`src/rtl/muldiv_seq_pkg.sv`:
```
// Shared definitions for the RV32M multiply/divide sequencer: op codes, FSM states, op-class helpers.
package muldiv_seq_pkg;

  typedef enum logic [2:0] {
    MD_MUL    = 3'd0,
    MD_MULH   = 3'd1,
    MD_MULHSU = 3'd2,
    MD_MULHU  = 3'd3,
    MD_DIV    = 3'd4,
    MD_DIVU   = 3'd5,
    MD_REM    = 3'd6,
    MD_REMU   = 3'd7
  } md_op_e;

  typedef enum logic [2:0] {
    ST_IDLE = 3'd0,
    ST_PREP = 3'd1,
    ST_CALC = 3'd2,
    ST_FIX  = 3'd3,
    ST_DONE = 3'd4
  } md_state_e;

  function automatic logic is_div(input logic [2:0] op);
    return op[2];
  endfunction

  function automatic logic is_rem(input logic [2:0] op);
    return op[2] & op[1];
  endfunction

  function automatic logic is_signed_a(input logic [2:0] op);
    logic res;
    case (op)
      MD_MULH, MD_MULHSU, MD_DIV, MD_REM: res = 1'b1;
      default:                            res = 1'b0;
    endcase
    return res;
  endfunction

  function automatic logic is_signed_b(input logic [2:0] op);
    logic res;
    case (op)
      MD_MULH, MD_DIV, MD_REM: res = 1'b1;
      default:                 res = 1'b0;
    endcase
    return res;
  endfunction

endpackage

```
`src/rtl/muldiv_step.sv`:
```
// One radix-2 iteration: shift-add for multiply, restoring shift-subtract for divide.
module muldiv_step #(
  parameter int XLEN = 32
) (
  input  logic                is_div_i,
  input  logic [2*XLEN-1:0]   acc_i,
  input  logic [XLEN-1:0]     md_i,
  output logic [2*XLEN-1:0]   acc_o
);

  logic [XLEN:0] sum_s;
  logic [XLEN:0] rem_sh_s;
  logic [XLEN:0] diff_s;

  // acc holds {hi, lo}: product/multiplier for multiply, remainder/dividend-quotient for divide
  always_comb begin
    sum_s    = {1'b0, acc_i[2*XLEN-1:XLEN]} + {1'b0, md_i};
    rem_sh_s = acc_i[2*XLEN-1:XLEN-1];
    diff_s   = rem_sh_s - {1'b0, md_i};
    if (is_div_i) begin
      // remainder stays below the divisor, so diff_s[XLEN] is a reliable sign bit
      if (!diff_s[XLEN]) begin
        acc_o = {diff_s[XLEN-1:0], acc_i[XLEN-2:0], 1'b1};
      end else begin
        acc_o = {rem_sh_s[XLEN-1:0], acc_i[XLEN-2:0], 1'b0};
      end
    end else begin
      if (acc_i[0]) begin
        acc_o = {sum_s, acc_i[XLEN-1:1]};
      end else begin
        acc_o = {1'b0, acc_i[2*XLEN-1:1]};
      end
    end
  end

endmodule

```
`src/rtl/muldiv_seq.sv`:
```
// Iterative RV32M multiply/divide sequencer. Optional multiply early-out: define MULDIV_EARLY_OUT_EN.
module muldiv_seq
  import muldiv_seq_pkg::*;
#(
  parameter int XLEN  = 32,
  parameter int CNT_W = $clog2(XLEN) + 1
) (
  input  logic            clk,
  input  logic            rst_n,
  input  logic            in_valid,
  output logic            in_ready,
  input  logic [2:0]      op,
  input  logic [XLEN-1:0] a,
  input  logic [XLEN-1:0] b,
  input  logic            flush,
  output logic            out_valid,
  input  logic            out_ready,
  output logic [XLEN-1:0] result,
  output logic            busy
);

  localparam logic [CNT_W-1:0] CNT_LOAD = CNT_W'(XLEN);
  localparam logic [CNT_W-1:0] CNT_ONE  = CNT_W'(1);
  localparam logic [XLEN-1:0]  INT_MIN  = {1'b1, {(XLEN-1){1'b0}}};

  md_state_e         state_q, state_d;
  logic [2:0]        op_q, op_d;
  logic [XLEN-1:0]   a_q, a_d, b_q, b_d;
  logic [XLEN-1:0]   md_q, md_d;
  logic [2*XLEN-1:0] acc_q, acc_d;
  logic [CNT_W-1:0]  cnt_q, cnt_d;
  logic              neg_q, neg_d;
  logic [XLEN-1:0]   result_q, result_d;
  logic              in_ready_q, in_ready_d;
  logic              out_valid_q, out_valid_d;
  logic              busy_q, busy_d;
`ifdef MULDIV_EARLY_OUT_EN
  logic [XLEN-1:0]   mlr_q, mlr_d;
`endif

  logic              neg_a_s, neg_b_s;
  logic [XLEN-1:0]   abs_a_s, abs_b_s;
  logic              div_zero_s, ovf_s;
  logic [2*XLEN-1:0] step_acc_s;
  logic [2*XLEN-1:0] prod_s, prod_fix_s;
  logic [XLEN-1:0]   quo_fix_s, rem_fix_s, fix_s;

  assign neg_a_s    = is_signed_a(op_q) & a_q[XLEN-1];
  assign neg_b_s    = is_signed_b(op_q) & b_q[XLEN-1];
  assign abs_a_s    = neg_a_s ? -a_q : a_q;
  assign abs_b_s    = neg_b_s ? -b_q : b_q;
  assign div_zero_s = (b_q == {XLEN{1'b0}});
  assign ovf_s      = is_signed_b(op_q) & is_div(op_q) & (a_q == INT_MIN) & (b_q == {XLEN{1'b1}});

  muldiv_step #(.XLEN(XLEN)) u_step (
    .is_div_i (is_div(op_q)),
    .acc_i    (acc_q),
    .md_i     (md_q),
    .acc_o    (step_acc_s)
  );

`ifdef MULDIV_EARLY_OUT_EN
  // an early exit leaves cnt_q shifts undone; finish them here
  assign prod_s = acc_q >> cnt_q;
`else
  assign prod_s = acc_q;
`endif
  assign prod_fix_s = neg_q ? -prod_s : prod_s;
  assign quo_fix_s  = neg_q ? -acc_q[XLEN-1:0] : acc_q[XLEN-1:0];
  assign rem_fix_s  = neg_q ? -acc_q[2*XLEN-1:XLEN] : acc_q[2*XLEN-1:XLEN];

  // final word selection for the FIX state
  always_comb begin
    case (op_q)
      MD_MUL:                        fix_s = prod_fix_s[XLEN-1:0];
      MD_MULH, MD_MULHSU, MD_MULHU:  fix_s = prod_fix_s[2*XLEN-1:XLEN];
      MD_DIV, MD_DIVU:               fix_s = quo_fix_s;
      MD_REM, MD_REMU:               fix_s = rem_fix_s;
      default:                       fix_s = {XLEN{1'b0}};
    endcase
  end

  // next-state and datapath register computation
  always_comb begin
    state_d  = state_q;
    op_d     = op_q;
    a_d      = a_q;
    b_d      = b_q;
    md_d     = md_q;
    acc_d    = acc_q;
    cnt_d    = cnt_q;
    neg_d    = neg_q;
    result_d = result_q;
`ifdef MULDIV_EARLY_OUT_EN
    mlr_d    = mlr_q;
`endif
    case (state_q)
      ST_IDLE: begin
        if (in_valid && in_ready_q && !flush) begin
          op_d    = op;
          a_d     = a;
          b_d     = b;
          state_d = ST_PREP;
        end else begin
          state_d = ST_IDLE;
        end
      end
      ST_PREP: begin
        cnt_d = CNT_LOAD;
        if (is_div(op_q)) begin
          md_d  = abs_b_s;
          acc_d = {{XLEN{1'b0}}, abs_a_s};
        end else begin
          md_d  = abs_a_s;
          acc_d = {{XLEN{1'b0}}, abs_b_s};
        end
`ifdef MULDIV_EARLY_OUT_EN
        // multiplier bits still to consume after the first iteration
        mlr_d = {1'b0, abs_b_s[XLEN-1:1]};
`endif
        neg_d = is_rem(op_q) ? neg_a_s : (neg_a_s ^ neg_b_s);
        if (is_div(op_q) && div_zero_s) begin
          result_d = op_q[1] ? a_q : {XLEN{1'b1}};
          state_d  = ST_DONE;
        end else if (ovf_s) begin
          result_d = op_q[1] ? {XLEN{1'b0}} : INT_MIN;
          state_d  = ST_DONE;
        end else begin
          state_d  = ST_CALC;
        end
      end
      ST_CALC: begin
        acc_d = step_acc_s;
        cnt_d = cnt_q - CNT_ONE;
`ifdef MULDIV_EARLY_OUT_EN
        mlr_d = {1'b0, mlr_q[XLEN-1:1]};
        if ((cnt_q == CNT_ONE) || (!is_div(op_q) && (mlr_q == {XLEN{1'b0}}))) begin
          state_d = ST_FIX;
        end else begin
          state_d = ST_CALC;
        end
`else
        if (cnt_q == CNT_ONE) begin
          state_d = ST_FIX;
        end else begin
          state_d = ST_CALC;
        end
`endif
      end
      ST_FIX: begin
        result_d = fix_s;
        state_d  = ST_DONE;
      end
      ST_DONE: begin
        if (out_ready) begin
          state_d = ST_IDLE;
        end else begin
          state_d = ST_DONE;
        end
      end
      default: begin
        state_d = ST_IDLE;
      end
    endcase
    // flush wins everywhere and leaves the last delivered result untouched
    if (flush) begin
      state_d  = ST_IDLE;
      result_d = result_q;
    end else begin
      state_d  = state_d;
    end
    in_ready_d  = (state_d == ST_IDLE);
    out_valid_d = (state_d == ST_DONE);
    busy_d      = (state_d != ST_IDLE);
  end

  // state, datapath and output registers
  always_ff @(posedge clk or negedge rst_n) begin
    if (!rst_n) begin
      state_q     <= ST_IDLE;
      op_q        <= 3'd0;
      a_q         <= {XLEN{1'b0}};
      b_q         <= {XLEN{1'b0}};
      md_q        <= {XLEN{1'b0}};
      acc_q       <= {(2*XLEN){1'b0}};
      cnt_q       <= {CNT_W{1'b0}};
      neg_q       <= 1'b0;
      result_q    <= {XLEN{1'b0}};
      in_ready_q  <= 1'b1;
      out_valid_q <= 1'b0;
      busy_q      <= 1'b0;
`ifdef MULDIV_EARLY_OUT_EN
      mlr_q       <= {XLEN{1'b0}};
`endif
    end else begin
      state_q     <= state_d;
      op_q        <= op_d;
      a_q         <= a_d;
      b_q         <= b_d;
      md_q        <= md_d;
      acc_q       <= acc_d;
      cnt_q       <= cnt_d;
      neg_q       <= neg_d;
      result_q    <= result_d;
      in_ready_q  <= in_ready_d;
      out_valid_q <= out_valid_d;
      busy_q      <= busy_d;
`ifdef MULDIV_EARLY_OUT_EN
      mlr_q       <= mlr_d;
`endif
    end
  end

  assign in_ready  = in_ready_q;
  assign out_valid = out_valid_q;
  assign result    = result_q;
  assign busy      = busy_q;

endmodule
```
`config.mk`:
```
export PLATFORM = sky130hd
export DESIGN_NAME = muldiv_seq
export DESIGN_NICKNAME = d
export VERILOG_FILES = /design/src/rtl/muldiv_seq_pkg.sv /design/src/rtl/muldiv_step.sv /design/src/rtl/muldiv_seq.sv
export SDC_FILE = /design/constraint.sdc
export NUM_CORES = 1
export LEC_CHECK = 0
export CAP_MARGIN = 30
export CORE_ASPECT_RATIO = 1.75
export CORE_MARGIN = 2
export CORE_UTILIZATION = 30
export DETAILED_ROUTE_END_ITERATION = 16
export HOLD_SLACK_MARGIN = 0.05
export SLEW_MARGIN = 10
export SYNTH_ARGS = -nofsm -noshare
export SYNTH_HDL_FRONTEND = slang
export SYNTH_SLANG_ARGS = --single-unit
export TNS_END_PERCENT = 50
```
`constraint.sdc`:
```
create_clock -name clk -period 5.25 [get_ports clk]
set_clock_uncertainty 0.05 [all_clocks]
set_input_delay 1.05 -clock clk [delete_from_list [all_inputs] [get_ports clk]]
set_output_delay 1.05 -clock clk [all_outputs]
set_load 0.01 [all_outputs]
```
## Word level (Yosys, flattened, before mapping)

Cells that the tools add are included.

- Bits in registers: 208
- Bits of input ports: 72
- Logic and storage cells: 90

- Add/subtract/negate cells: 8
- Equality and inequality tests: 16
- Multiplexer cells: 28
- Bitwise gates (word level): 8
- Reductions and logical operators: 18

Operators with widths:

| cell | count |
|---|---|
| $mux W32 | 10 |
| $mux W64 | 4 |
| $neg A32 Y32 | 4 |
| $pmux W32 S4 | 1 |
| $pmux W64 S2 | 1 |
| $eq A32 B32 Y1 const B | 2 |
| $neg A64 Y64 | 1 |
| $pmux W32 S2 | 1 |
| $add A32 B32 Y33 | 1 |
| $sub A33 B32 Y33 | 1 |
| $logic_not A32 Y1 | 1 |
| $eq A3 B3 Y1 const B | 6 |
| $pmux W3 S5 | 1 |
| $eq A3 B2 Y1 const B | 4 |
| $mux W3 | 4 |
| $pmux W6 S2 | 1 |
| $logic_not A3 Y1 | 3 |
| $and A1 B1 Y1 | 6 |
| $eq A3 B1 Y1 const B | 2 |
| $eq A6 B1 Y1 const B | 1 |
| $reduce_or A3 Y1 | 2 |
| $sub A6 B1 Y6 const B | 1 |
| $mux W1 | 5 |
| $reduce_bool A2 Y1 | 2 |
| 10 further kinds | 13 |

## Logic depth before layout (Yosys ltp)

- Depth in word-level cells: 11
- Depth in mapped cells: 14
- Gate-level depth less buffers: 12

## Cells and area by module

A second synthesis with hierarchy kept.

- Cell total of the unflattened synthesis: 2,088
- Area total of the unflattened synthesis: 17,697.0 um^2

By module, submodules not included:

| module | times used | cells an instance | area an instance (um^2) | sequential area each (um^2) |
|---|---|---|---|---|
| muldiv_seq | 1 | 1,396 | 12,849.8 | 5,206.2 |
| muldiv_step | 1 | 692 | 4,847.1 | 0.0 |

## Least setup slack after synthesis

Ideal clock, no wire load.

- Kind: register -> register
- From: register md_q[21]
- To: register acc_q[50]
- Library setup time: 122 ps
- Arrival: 3,212 ps
- Data required time: 5,078 ps
- Slack: 1,867 ps
- Cell stages (with the launch flop): 14
- Path through: dfrtp_1 -> inv_1 -> ha_1 -> clkbuf_1 -> and4_1 -> a2111o_1 -> o22a_1 -> or3b_1 -> o21a_1 -> o211ai_2 -> buf_4 -> mux2i_1 -> nand2_1 -> a32o_1

- Cells in the longest elaborated chain, start to end: 4

Ends and longest elaborated chain:

| element | RTL line | text |
|---|---|---|
| start, declared | muldiv_seq.sv:29 | `logic [XLEN-1:0] md_q, md_d;` |
| start signal, assigned | muldiv_seq.sv:184 | `md_q <= {XLEN{1'b0}};` |
| start signal, assigned | muldiv_seq.sv:200 | `md_q <= md_d;` |
| $sub A33 B32 Y33 | muldiv_step.sv:19 | `diff_s = rem_sh_s - {1'b0, md_i};` |
| $mux W64 | muldiv_step.sv:22 | `if (!diff_s[XLEN]) begin` |
| $mux W64 | muldiv_step.sv:20 | `if (is_div_i) begin` |
| $pmux W64 S2 | muldiv_seq.sv:97 | `case (state_q)` |
| end signal, assigned | muldiv_seq.sv:185 | `acc_q <= {(2*XLEN){1'b0}};` |
| end, declared | muldiv_seq.sv:30 | `logic [2*XLEN-1:0] acc_q, acc_d;` |

No other way between the ends.
A chain may end at the register's enable or synchronous reset.

## Worst setup path in the final report

- From: register acc_q[51]
- To: register acc_q[45]

- Cells in the longest elaborated chain, start to end: 4

Ends and longest elaborated chain:

| element | RTL line |
|---|---|
| $sub A33 B32 Y33 | muldiv_step.sv:19 |
| $mux W64 | muldiv_step.sv:22 |
| $mux W64 | muldiv_step.sv:20 |
| $pmux W64 S2 | muldiv_seq.sv:97 |

No other way between the ends.

==> reports/metrics.csv <==
stage,metric,value,unit
status,outcome,"complete, no violations",
timing,fin crit period,3.977,ns
die,Core Rows,117,
power,Static Leak,0.008331,uW
synth,ys flop type,dfrtp_1,
timing,relative slew slack,32.81,%
timing,Final Max Tran Viols,0,
setup_path,Bufs and invs on worst path,2,
detailed_routing,via count,17590,
timing,fin crit share,75.76,%
global_route,gr ovfl total,0,
setup_path,crit-path max cell delay,0.50,ns
detailed_routing,WL final,75.76,mm
synth,syn_nets,2312,
cts,Post-CTS Resized,0,
power,pwr/cell area,710.3,mW/mm2
setup_path,data required time of the worst path,5.63,ns
timing,"Worst Setup Slack, final",1.273,ns
job,Max Cap Violations,0,
global_route,vias in the first global route,17510,
timing,f_max,251.4,MHz
setup_path,Crit path top cell by count,mux2i_1,
cts,CTS Hold Bufs,0,
synth,post-synthesis cell count,2167,
cts,Inserted Clock Buffers,22,
synth,Synth cell types,89,
setup_path,Crit Path Category,reg2reg,
placement,gpl congestion,1.001,
global_route,initial antenna violation count,1,
placement,pre-CTS WS,0.9694,ns
synth,Ys Warns,0,
synth,"FFs w/ async S/R, synth",100.0,%
final_layout,"Area growth, synth to finish",14.83,%
synth,synthesized cell area,0.01752,mm2
setup_path,crit path cell chain,ha_1 > and4_1 > a2111o_1 > o22a_1 > or3b_1 > o21a_1 > o211ai_4 > buf_16 > buf_4 > mux2i_1 > mux2i_1 > a22o_1,
placement,HPWL Detailed,59.00,mm
cts,Post-CTS Setup Repair Bufs,0,
global_route,largest net degree at the start of global routing,91,
timing,final setup violating endpoints,0,
global_route,first-pass GRT wire length,111.7,mm
detailed_routing,drt via density,5.894,
final_layout,layout cells sized above 1,8.684,%
setup_path,CP Data Arrival Time,4.36,ns
final_layout,antenna cells,0,
power,maximum VDD drop,318.1,uV
power,total power,14290,uW
detailed_routing,DR iter-0 viols,1585,
die,core area,0.05797,mm2
final_layout,fin area,0.02012,mm2
detailed_routing,router iterations before antenna repair,6,
die,die height,323.7,um
synth,post-synthesis sequential area ratio,29.72,%
timing,number of failing hold endpoints at the final stage,0,
detailed_routing,routed length per instance,25.39,um
final_layout,nets@finish,2341,
min_path,worst min path class,reg2reg,
die,DIE AREA,0.06042,mm2
cts,worst skew pair latency,0.58,ns
placement,placed cell areas,0.01936,mm2
timing,RSZ-0062 raised after global routing,no,
global_route,All-Layer GR Usage,24.61,%
setup_path,CP Capture Type,flop,
cts,TritonCTS clock tree,done,
timing,Tightest Pin Transition,0.9987,ns
synth,"FF+latch count, synth",208,
placement,Port Buffers,106,
synth,"EDFF count, synth",0,
cts,"CTS clk-pin slew, worst paths",0.06,ns
detailed_routing,Routed Antenna Nets,0,
die,io pins,107,
cts,clk sinks,208,
timing,setup TNS,0,ns
setup_path,CP max-delay cell,dfrtp_1,
synth,synthesized area per cell,8.085,um2
cts,Root Driver,clkbuf_16,
die,Die Wd,186.7,um
final_layout,"Core Util, Final",34.70,%
cts,Clock Tree Buf Depth,3,
setup_path,CP Max Fanout,17,
detailed_routing,DRC Markers,0,
setup_path,CP startpoint kind,flop,
cts,H-tree levels,1,
die,Initial Util,30.22,%
setup_path,Worst path top cell family by delay,compound AO/OA/AOI/OAI gates,
==> worst register-to-register path, delay by kind of cell (launching register included) <==
kind | cells | cell delay, ns
compound gates | 5 | 1.43
fa+ha+maj | 1 | 0.47
buf+inv | 2 | 0.46
flops | 1 | 0.50
mux | 2 | 0.30
simple gates | 2 | 0.66
==> through the flow <==
step / cells / hold WS (ns)
global placement: 2940 / 0.4192
floorplan: 2167 / 0.3956
finish: 2984 / 0.4387
global route: 2984 / 0.4507
CTS: 2980 / 0.4412
detailed placement: 2941 / 0.4257
==> layout by cell type, fill, tap and decap left out, drive strengths merged, types with 29 or more instances in the layout <==
cell / n
a21oi: 184
a31oi: 29
buf: 50
clkbuf: 35
clkdlybuf4s50: 105
dfrtp: 207
ha: 71
inv: 76
mux2: 76
mux2i: 73
nand2: 219
nand3: 35
nor2: 167
nor3: 59
o21ai: 209
o221ai: 38
o31ai: 29
xnor2: 83
xor2: 72
==> cells by family after synthesis <==
group                      share of synthesized area (%)
AOI/OAI and AO/OA                                  24.98
xor gates and xnor gates                           7.749
adders and majority gates                          5.299
buffers and inverters                              5.085
DFF                                                29.72
muxes                                              9.056
and+or+nand+nor                                    18.11
==> power breakdown <==
group          internal (uW)  switching (uW)  total [uW]  leakage (uW)
combinational           3510            6030        9540       0.00542
sequential              2140            1010        3140       0.00257
clock                    886             721        1610      0.000345
==> layout make-up <==
class,count,area (um2)
clock inverters,7,81.33
repair buffers,158,1493
multi-input cells,1729,11450
well taps,773,967.2
flip-flops and latches,208,5211
inverters,77,289.0
fillers,6082,37850
clock buffers,32,628.1
==> cells in the mapped netlist, types with 20 or more instances <==
cell type	count	area, um2
nand3_1	35	175.2
a211oi_1	27	202.7
mux2i_1	73	730.7
dfrtp_1	207	5180
o31ai_1	28	210.2
nor2_1	165	619.3
a21o_1	27	202.7
xnor2_1	83	727.0
a21oi_1	184	920.9
inv_1	75	281.5
ha_1	71	888.4
nor3_1	59	295.3
nand2_1	219	822.0
o21ai_0	206	1031
nand4_1	26	162.7
mux2_2	75	844.6
nor2b_1	20	125.1
nand2b_1	21	131.4
a31oi_1	29	181.4
o221ai_1	38	332.8
clkbuf_1	126	473.0
xor2_1	72	630.6
nor4_1	21	131.4
==> worst paths after layout <==
path,startpoint,endpoint,slack [ns],cells past startpoint
max,acc_q[51],acc_q[45],1.27,12
min,result[2],result[2],0.44,2
max reg2reg,acc_q[51],acc_q[45],1.27,12
min reg2reg,result[2],result[2],0.44,2
max in group asynchronous,rst_n,acc_q[23],3.50,2
min in group asynchronous,rst_n,result[21],0.50,1
==> routing by layer <==
| layer | GRT usage (%) | up-vias | wire length, um | share of wire, % |
|---|---|---|---|---|
| li1 | - | 7986 | - | - |
| met1 | 23.81 | 8421 | 24770 | 33 |
| met2 | 44.29 | 849 | 37740 | 50 |
| met3 | 3.408 | 333 | 4265 | 5.6 |
| met4 | 24.69 | 0 | 8987 | 12 |
| met5 | 0 | - | 0 | 0 |
==> sequential cells by signal, summed over array words and instances, names as in the netlist <==
name	flops
result	32
op_q	3
out_valid	1
md_q	32
a_q	32
neg_q	1
in_ready	1
b_q	32
acc_q	64
state_q	3
busy	1
cnt_q	6
Note: power is estimated with default switching activity, not from simulation.
